==> config.mk <==
export PLATFORM = sky130hd
export DESIGN_NAME = seq_det_sched_flat
export DESIGN_NICKNAME = d
export VERILOG_FILES = /design/src/rtl/seq_det_sched_pkg.sv /design/src/rtl/seq_det_sched_if.sv /design/src/rtl/seq_det_sched_rr_arb.sv /design/src/rtl/seq_det_sched.sv /design/src/flat_wrapper.sv
export SDC_FILE = /design/constraint.sdc
export NUM_CORES = 1
export LEC_CHECK = 0
export BUFFER_PORTS_ARGS = -buffer_cell sky130_fd_sc_hd__buf_2
export CAP_MARGIN = 40
export CORE_MARGIN = 2
export CORE_UTILIZATION = 29
export DETAILED_ROUTE_END_ITERATION = 10
export GPL_TIMING_DRIVEN = 0
export PLACE_DENSITY = 0.58
export SYNTH_ARGS = -nofsm -noshare
export SYNTH_HDL_FRONTEND = slang
export SYNTH_SLANG_ARGS = --single-unit
==> constraint.sdc <==
create_clock -name clk -period 3.4 [get_ports clk]
set_input_delay 0 -clock clk [delete_from_list [all_inputs] [get_ports clk]]
set_output_delay 0 -clock clk [all_outputs]
set_load 0.02 [all_outputs]
==> src/rtl/seq_det_sched_pkg.sv <==
// Shared types and next-state logic for the two-consecutive-ones detector engine.
package seq_det_pkg;

  typedef enum logic [1:0] {S0, S1, S2, S3} state_t;

  function automatic state_t seq_next(state_t s, logic b);
    if (!b) return S0;
    case (s)
      S0:      return S1;
      S1:      return S2;
      default: return S3;
    endcase
  endfunction

  // A run of ones reports once, on the step that first reaches S2.
  function automatic logic is_hit(state_t cur, state_t nxt);
    return (nxt == S2) && (cur != S2);
  endfunction

endpackage

==> src/rtl/seq_det_sched_if.sv <==
// Channel-side bit handshakes and the tagged detection output stream.
interface seq_det_sched_if #(
  parameter int NCH = 4
);
  localparam int CHW = $clog2(NCH);

  logic [NCH-1:0] ch_valid;
  logic [NCH-1:0] ch_bit;
  logic [NCH-1:0] ch_ready;
  logic [NCH-1:0] ch_clear;
  logic           det_valid;
  logic [CHW-1:0] det_ch;
  logic           det_ready;

  modport master (
    output ch_valid, ch_bit, ch_clear, det_ready,
    input  ch_ready, det_valid, det_ch
  );

  modport slave (
    input  ch_valid, ch_bit, ch_clear, det_ready,
    output ch_ready, det_valid, det_ch
  );
endinterface

==> src/rtl/seq_det_sched_rr_arb.sv <==
// Combinational round-robin arbiter: first requester at or after i_ptr, modulo N.
module rr_arb #(
  parameter int N   = 4,
  parameter int CHW = $clog2(N)
) (
  input  logic [N-1:0]   i_req,
  input  logic [CHW-1:0] i_ptr,
  input  logic           i_en,
  output logic [N-1:0]   o_gnt,
  output logic [CHW-1:0] o_gnt_idx,
  output logic           o_gnt_any
);

  logic [CHW:0]   w_sum;
  logic [CHW-1:0] w_idx;

  // The extra sum bit keeps the wrap correct when N is not a power of two.
  always_comb begin
    o_gnt     = '0;
    o_gnt_idx = '0;
    o_gnt_any = 1'b0;
    w_sum     = '0;
    w_idx     = '0;
    for (int k = 0; k < N; k++) begin
      w_sum = {1'b0, i_ptr} + (CHW+1)'(k);
      if (w_sum >= (CHW+1)'(N)) w_sum = w_sum - (CHW+1)'(N);
      w_idx = w_sum[CHW-1:0];
      if (i_en && !o_gnt_any && i_req[w_idx]) begin
        o_gnt_any    = 1'b1;
        o_gnt_idx    = w_idx;
        o_gnt[w_idx] = 1'b1;
      end
    end
  end

endmodule

==> src/rtl/seq_det_sched.sv <==
// Shares one sequence-detector engine across NCH serial channels with per-channel context.
module seq_det_sched
  import seq_det_pkg::*;
#(
  parameter int NCH = 4
) (
  input logic            clk,
  input logic            rst_n,
  seq_det_sched_if.slave bus
);

  localparam int CHW = $clog2(NCH);

  state_t         r_ctx [NCH];
  logic [CHW-1:0] r_rrPtr;
  logic           r_detValid;
  logic [CHW-1:0] r_detCh;

  logic           w_engOk;
  logic [NCH-1:0] w_req;
  logic [NCH-1:0] w_gnt;
  logic [CHW-1:0] w_gidx;
  logic           w_gany;
  state_t         w_cur;
  state_t         w_nxt;
  logic           w_hit;

  // A stalled event blocks every channel so the output register can hold.
  assign w_engOk = !r_detValid || bus.det_ready;
  assign w_req   = bus.ch_valid & ~bus.ch_clear;

  rr_arb #(.N(NCH), .CHW(CHW)) u_arb (
    .i_req     (w_req),
    .i_ptr     (r_rrPtr),
    .i_en      (w_engOk),
    .o_gnt     (w_gnt),
    .o_gnt_idx (w_gidx),
    .o_gnt_any (w_gany)
  );

  assign bus.ch_ready  = rst_n ? w_gnt : '0;
  assign bus.det_valid = r_detValid;
  assign bus.det_ch    = r_detCh;

  always_comb begin
    w_cur = S0;
    w_nxt = S0;
    w_hit = 1'b0;
    if (w_gany) begin
      w_cur = r_ctx[w_gidx];
      w_nxt = seq_next(w_cur, bus.ch_bit[w_gidx]);
      w_hit = is_hit(w_cur, w_nxt);
    end
  end

  always_ff @(posedge clk or negedge rst_n) begin
    if (!rst_n) begin
      for (int c = 0; c < NCH; c++) r_ctx[c] <= S0;
    end else begin
      for (int c = 0; c < NCH; c++) begin
        if (bus.ch_clear[c])
          r_ctx[c] <= S0;
        else if (w_gany && (w_gidx == CHW'(c)))
          r_ctx[c] <= w_nxt;
      end
    end
  end

  always_ff @(posedge clk or negedge rst_n) begin
    if (!rst_n) begin
      r_rrPtr <= '0;
    end else if (w_gany) begin
      r_rrPtr <= (w_gidx == CHW'(NCH-1)) ? '0 : w_gidx + CHW'(1);
    end
  end

  // A fresh hit overwrites an event being accepted this cycle, avoiding a bubble.
  always_ff @(posedge clk or negedge rst_n) begin
    if (!rst_n) begin
      r_detValid <= 1'b0;
      r_detCh    <= '0;
    end else if (w_hit) begin
      r_detValid <= 1'b1;
      r_detCh    <= w_gidx;
    end else if (bus.det_ready) begin
      r_detValid <= 1'b0;
    end
  end

endmodule
==> src/flat_wrapper.sv <==
// flat-port wrapper written by rule: the top's interface ports become plain ports
module seq_det_sched_flat import seq_det_pkg::*;
#(
  parameter int NCH = 4
)
  (clk, rst_n, bus_ch_valid, bus_ch_bit, bus_ch_clear, bus_det_ready, bus_ch_ready, bus_det_valid, bus_det_ch);
  seq_det_sched_if #(.NCH(NCH)) bus_i ();
  input logic clk;
  input logic rst_n;
  input wire logic [$bits(bus_i.ch_valid)-1:0] bus_ch_valid;
  input wire logic [$bits(bus_i.ch_bit)-1:0] bus_ch_bit;
  input wire logic [$bits(bus_i.ch_clear)-1:0] bus_ch_clear;
  input wire logic [$bits(bus_i.det_ready)-1:0] bus_det_ready;
  output wire logic [$bits(bus_i.ch_ready)-1:0] bus_ch_ready;
  output wire logic [$bits(bus_i.det_valid)-1:0] bus_det_valid;
  output wire logic [$bits(bus_i.det_ch)-1:0] bus_det_ch;
  assign bus_i.ch_valid = bus_ch_valid;
  assign bus_i.ch_bit = bus_ch_bit;
  assign bus_i.ch_clear = bus_ch_clear;
  assign bus_i.det_ready = bus_det_ready;
  assign bus_ch_ready = bus_i.ch_ready;
  assign bus_det_valid = bus_i.det_valid;
  assign bus_det_ch = bus_i.det_ch;
  seq_det_sched #(.NCH(NCH)) u_core (.clk(clk), .rst_n(rst_n), .bus(bus_i));
endmodule
==> key figures, run 1 <==
Worst setup path
  – Worst Path Max Fanout: 11
  – CP max stage delay: 0.48 ns
  – CP max stage cell: dfrtp_2
  – Worst Path Required: 3.56 ns
  – CP endpoint kind: register
  – Critical path cell sequence: clkinvlp_4, ha_4, mux4_2, nand2_1, nor3_2, o32a_4, buf_12, mux2i_2, mux2_2, a211o_4, a211oi_2
  – Crit start category: register
  – Arrival time at the worst endpoint: 3.32 ns
  – Crit path kind: reg -> reg

Synthesis
  – Synth top cells by count: 14 x nor2_1, 13 x dfrtp_1, 12 x ha_1
  – Syn Inst Count: 144
  – Seq cells post-synth: 13
  – Number of synthesized flops with an enable pin: 0
  – Avg Inst Size Synth: 9.18 sq um
  – Synth warnings: 0
  – Post-synthesis mux area share: 12.1%
  – Post-synthesis compound-gate area fraction: 22.8%
  – Netlist Area Pre-Place: 0.00132 sq mm
  – Post-Syn Nets: 171
  – Most numerous cell in the Yosys netlist: nor2_1
  – Post-synth top area share: 24.6%
  – Ys async rst share: 100%
  – Synth Area in XOR/XNOR: 0%
  – Synth cell types: 37
  – Top post-synthesis cells by area: dfrtp_1 25%, ha_1 11%, mux2i_1 5.3%
  – Prevailing post-synth register cell: dfrtp_1
  – Adder-cell share of the synthesized area: 11.4%
  – Sequential fraction of the synthesis area: 24.6%
  – Largest family of logic cells by synthesized area: simple AND/OR/NAND/NOR gates
  – Simple-Gate Fraction of Synth Area: 24.2%
  – Cell taking the most area after synthesis: dfrtp_1

Detailed routing
  – DRC: 0
  – Via density: 5.11
  – Pre-antenna DRT Iters: 4
  – Antenna Nets Post-Route: 0
  – Initial DRC count: 70
  – Via count: 1,175
  – Wirelength per Cell: 13.5 microns
  – Drt total wl: 3.11 mm

Timing
  – Minimum clock period: 3.16 ns
  – Relative slew slack: 57.3%
  – Final Max Tran Viols: 0
  – Final hold vios: 0
  – Clock Skews: 0.00314 ns
  – Crit share post-route: 93.0%
  – Endpoints failing setup: 0
  – RSZ-0062 raised after global routing: false
  – Fmax: 316 MHz
  – Worst-Margin Slew: 0.637 ns

Floorplan
  – DIE AREA: 0.00511 sq mm
  – Core area: 0.00438 sq mm
  – Die W: 71.5 microns
  – Initial Utilization: 30.1%
  – I/O Pins: 22
  – FP Rows: 24
  – Die span in y: 71.5 microns

Clocking
  – Clock transition at path regs: 0.05 ns
  – TritonCTS clock tree: built
  – Insertion delay to the later sink of the worst-skew pair: 0.24 ns
  – Htree depth: 1
  – Clock sink total: 13
  – Root Driver: clkbuf_8
  – Num CTS Buffers: 3
  – Clock Path Buffers: 2

Place
  – Final Wtd Congestion: 0.845
  – Buffers on Ports: 21
  – Cells after DPL: 217
  – DPL Wire Length: 2.35 mm

Global routing
  – Initial antenna violation count: 0
  – Largest net degree at the start of global routing: 18
  – Vias in the first global route: 1,171
  – First-pass GRT wire length: 5.54 mm
  – GRT Resource Usage Total: 13.4%
  – Grt ovf: 0

Worst hold path
  – Hold/Removal Path Class: in -> reg

Power and ir drop
  – Power Density: 958 mW/mm^2
  – Overall power: 1600 uW
  – Worst VDD drop: 0.517 mV
  – Static leakage: 0.000742 uW

Final layout
  – Ant diodes: 0
  – Fin cells: 230
  – Synth-to-Final Area Change: 26.3%
  – Share of cells above drive strength 1: 29.8%
  – Nets: 206

Flow run
  – Max cap viols: 0

Outcome
  – Outcome: complete, no violations
==> logic make-up (layout without fill, tap and decap cells) <==
kind of cell	after synthesis	after routing
simple gates	61	61
buf+inv	10	44
fa+ha+maj	12	12
flops	13	13
compound gates	35	35
mux	13	13
==> report_power, final <==
group | total [uW] | leakage [uW] | internal [uW] | switching [uW]
Combinational | 1170 | 0.000549 | 543 | 631
Clock | 138 | 0.0000228 | 82.8 | 54.9
Sequential | 288 | 0.000170 | 223 | 64.8
Total | 1600 | 0.000742 | 849 | 751
==> critical path: cells and delay by family (launching register included) <==
kind	cells	cell delay [ns]
muxes	3	0.81
AOI/OAI and AO/OA	3	0.95
DFF	1	0.48
buffers and inverters	2	0.32
and+or+nand+nor	2	0.19
adders and majority gates	1	0.33
==> path summary, 6_finish.rpt <==
check                                       end  depth (start not counted)  slack [ns]                 start
max                             u_core.r_ctx[4]                         11        0.24     u_core.r_rrPtr[1]
min                        u_core.bus.det_valid                          3        0.14         bus_det_ready
max reg2reg                     u_core.r_ctx[4]                         11        0.24     u_core.r_rrPtr[1]
min reg2reg                u_core.bus.det_ch[0]                          1        0.50  u_core.bus.det_ch[0]
max in group asynchronous     u_core.r_rrPtr[1]                          2        2.92                 rst_n
min in group asynchronous     u_core.r_rrPtr[0]                          2        0.20                 rst_n
==> stage by stage <==
stage	area, sq um	setup TNS, ns	util (%)	setup WS [ns]	hold WS, ns
2_1_floorplan	1320	0	-	0.269	-0.296
3_3_place_gp	1490	-1.96	34.0	-0.312	-0.0608
3_5_place_dp	1490	-1.45	34.0	-0.230	-0.0542
4_1_cts	1600	0	36.6	0.0340	0.144
5_1_grt	1670	0	38.1	0.0915	0.210
6_report	1670	0	38.1	0.238	0.139
==> layout by cell type, fill, tap and decap left out, drive strengths merged, types with 5 or more instances in the layout <==
master | Yosys | layout
buf | 4 | 30
nor2 | 14 | 14
dfrtp | 13 | 13
ha | 12 | 12
nor3 | 12 | 12
nand2 | 11 | 11
nand2b | 9 | 9
a211oi | 9 | 9
mux2i | 7 | 7
and2 | 6 | 6
a21oi | 6 | 6
dlygate4sd3 | 0 | 5
==> layer usage <==
metal  part of all wire, %  GRT usage [%]  vias up
met1                    49           18.4      537
met5                     0              0        -
met2                    45           21.0       37
li1                      -              -      597
met3                   4.6           1.69        4
met4                   1.4           5.87        0
==> flip-flops by register name, indices dropped and copies added (netlist names) <==
register	cells
u_core.r_ctx	8
u_core.bus.det_ch	2
u_core.r_rrPtr	2
u_core.bus.det_valid	1
==> what timing repair did <==
| item | CTS | global route |
|---|---|---|
| hold buffers | 5 | 0 |
| endpoints found under the setup margin | 9 | 9 |
| pin swaps | 2 | 2 |
| resized for setup | 5 | 9 |
| hold endpoints to repair | 21 | 0 |
| setup buffers | 1 | 4 |
==> area by class of cell <==
| cell class | count | area, sq um |
|---|---|---|
| fillers | 455 | 2720 |
| multi-input cells | 121 | 963 |
| flip-flops and latches | 13 | 328 |
| repair buffers | 31 | 193 |
| well taps | 52 | 65.1 |
| plain buffers | 4 | 47.5 |
| clock buffers | 4 | 45.0 |
| inverters | 5 | 27.5 |
No activity file was read; power rests on OpenSTA's default activity.
==> run 2, diff against run 1 <==
--- a/config.mk
+++ b/config.mk
@@ -12,6 +12,7 @@
 export DETAILED_ROUTE_END_ITERATION = 10
 export GPL_TIMING_DRIVEN = 0
 export PLACE_DENSITY = 0.58
+export REMOVE_ABC_BUFFERS = 1
 export SYNTH_ARGS = -nofsm -noshare
 export SYNTH_HDL_FRONTEND = slang
 export SYNTH_SLANG_ARGS = --single-unit
==> run 2 against run 1 <==
Against the previous run: routed wire length is 0.93% lower; clock power hardly changed; count of clock-buffer cells in the layout did not move; hold slack got worse by 0.020 ns; setup slack got worse by 0.098 ns; largest cell class unchanged; die area unchanged; total power fell by 5.6%; largest power group unchanged; non-clock buffer count down 1; critical endpoint is now u_core.bus.det_ch[0]; sequential share of layout area grew 0.56 points; fmax shrank 3.0%; sequential power about the same; cell count shrank 0.43%.
==> key figures, run 2 (synthesized netlist as in run 1, its figures left out) <==
Floorplan
  – Die W: 71.5 microns
  – DIE AREA: 0.00511 sq mm
  – Core area: 0.00438 sq mm
  – FP Rows: 24
  – I/O Pins: 22
  – Initial Utilization: 30.1%
  – Die span in y: 71.5 microns

Clocking
  – Insertion delay to the later sink of the worst-skew pair: 0.24 ns
  – Clock transition at path regs: 0.06 ns
  – Clock Path Buffers: 2
  – Clock sink total: 13
  – Htree depth: 1
  – TritonCTS clock tree: built
  – Num CTS Buffers: 3
  – Root Driver: clkbuf_8

Detailed routing
  – Pre-antenna DRT Iters: 4
  – Antenna Nets Post-Route: 0
  – Wirelength per Cell: 13.4 microns
  – DRC: 0
  – Drt total wl: 3.08 mm
  – Via density: 5.08
  – Initial DRC count: 43
  – Via count: 1,164

Worst setup path
  – Crit start category: register
  – Buffers and inverters on the worst path: 1
  – CP endpoint kind: register
  – CP max stage cell: dfrtp_2
  – Worst Path Required: 3.52 ns
  – R2r worst-path depth: 10
  – Worst Path Max Fanout: 13
  – Arrival time at the worst endpoint: 3.38 ns
  – Worst reg2reg endpoint: u_core.bus.det_ch[0]
  – CP max stage delay: 0.46 ns
  – Reg-to-reg startpoint: u_core.r_rrPtr[1]
  – Top delay family on crit path: multiplexers
  – Critical path cell sequence: clkinvlp_4, ha_2, mux4_2, nand2_1, nor3_2, o32a_4, mux2_1, nand2_1, a211o_1, mux2_1
  – FF-to-FF setup slack: 0.14 ns
  – Crit path kind: reg -> reg

Global routing
  – Vias in the first global route: 1,156
  – Met3 Track Usage GR: 1.55%
  – Largest net degree at the start of global routing: 18
  – GRT busiest layer: met2
  – GRT Resource Usage Total: 13.2%
  – Met2 layer usage reported by global route: 21.5%
  – Met1 GRT Util: 17.6%
  – Grt ovf: 0
  – First-pass GRT wire length: 5.45 mm
  – Initial antenna violation count: 0

Timing
  – Relative slew slack: 57.9%
  – Fmax: 307 MHz
  – Endpoints failing setup: 0
  – Crit share post-route: 95.9%
  – Final Max Tran Viols: 0
  – Final hold vios: 0
  – Clock Skews: 0.00274 ns
  – Setup total negative slack: 0 ns
  – Worst-Margin Slew: 0.629 ns
  – Minimum clock period: 3.26 ns

Worst hold path
  – Hold path startpoint: bus_det_ready
  – Hold path depth: 3
  – Hold Path Sink: u_core.bus.det_valid
  – Hold/Removal Path Class: in -> reg

Final layout
  – Largest register FFs: 8
  – Reg with most FFs: u_core.r_ctx
  – Multi-input logic area: 947 sq um
  – Synth-to-Final Area Change: 22.8%
  – Nets: 205
  – FILL cells: 455
  – Storage element area: 328 sq um
  – Final core occ: 37.0%
  – Ant diodes: 0
  – Share of cells above drive strength 1: 28.8%
  – Most frequent cells in the layout: 21 x buf_2, 14 x nor2_1, 11 x nand2_1, 11 x ha_1, 11 x dfrtp_1
  – Commonest non-fill, non-tap cell in the layout: buf_2

Power and ir drop
  – Overall power: 1510 uW
  – Static leakage: 0.000728 uW
  – Power Density: 931 mW/mm^2
  – Worst VDD drop: 0.421 mV

Place
  – DPL Wire Length: 2.22 mm
  – Final Wtd Congestion: 0.839
  – Buffers on Ports: 21

Outcome
  – Outcome: complete, no violations

Flow run
  – Max cap viols: 0
run 2: routing by layer:
layer	up-vias	wire [microns]
li1	595	-
met5	-	0
met4	0	52
met2	28	1470
met1	535	1460
met3	6	99
run 2: layout make-up:
cell class | instances | area share [%]
well taps | 52 | 4.01
clock buffers | 4 | 2.78
repair buffers | 34 | 13.3
flip-flops and latches | 13 | 20.2
multi-input cells | 121 | 58.4
inverters | 5 | 1.39
run 2: how the worst max path moves through the flow:
stage                                 start                    to  slack (ns)  cells after the start
after floorplan           u_core.r_rrPtr[0]  u_core.bus.det_ch[0]        0.25                     10
after global placement    u_core.r_rrPtr[0]  u_core.bus.det_ch[0]       -0.29                     10
after detailed placement  u_core.r_rrPtr[0]  u_core.bus.det_ch[0]       -0.24                     10
after CTS                 u_core.r_rrPtr[0]  u_core.bus.det_ch[0]        0.04                     10
after global routing      u_core.r_rrPtr[0]  u_core.bus.det_ch[0]       -0.02                     10
final                     u_core.r_rrPtr[1]  u_core.bus.det_ch[0]        0.14                     10
run 2: through the flow:
step	hold slack (ns)	instances	setup slack (ns)	area, sq um
finish	0.119	229	0.140	1620
detailed placement	-0.0608	212	-0.238	1450
global placement	-0.0634	212	-0.287	1450
global route	0.176	229	-0.0154	1620
CTS	0.126	221	0.0405	1550
floorplan	-0.296	139	0.250	1280
run 2: power by group:
group	total [uW]	leakage, uW	internal (uW)	switching, uW
Sequential	285	0.000170	223	61.6
Combinational	1090	0.000535	484	605
Clock	137	0.0000228	82.7	54.1
run 2: worst register-to-register path: cells and delay by family, from the launching register on:
family	cells	cell delay, ns
multiplexers	3	0.96
AO/OA/AOI/OAI	2	0.84
flip-flops	1	0.46
adder cells (fa/ha/maj)	1	0.42
AND/OR/NAND/NOR	3	0.31
buffers and inverters	1	0.16
run 2: what timing repair did:
| action | 4_1_cts | 5_1_grt |
|---|---|---|
| endpoints found under the hold margin | 21 | 0 |
| hold buffers | 5 | 0 |
| setup endpoints to repair | 10 | 9 |
| buffers inserted | 0 | 8 |
| pin swaps | 0 | 0 |
| resized for setup | 3 | 4 |
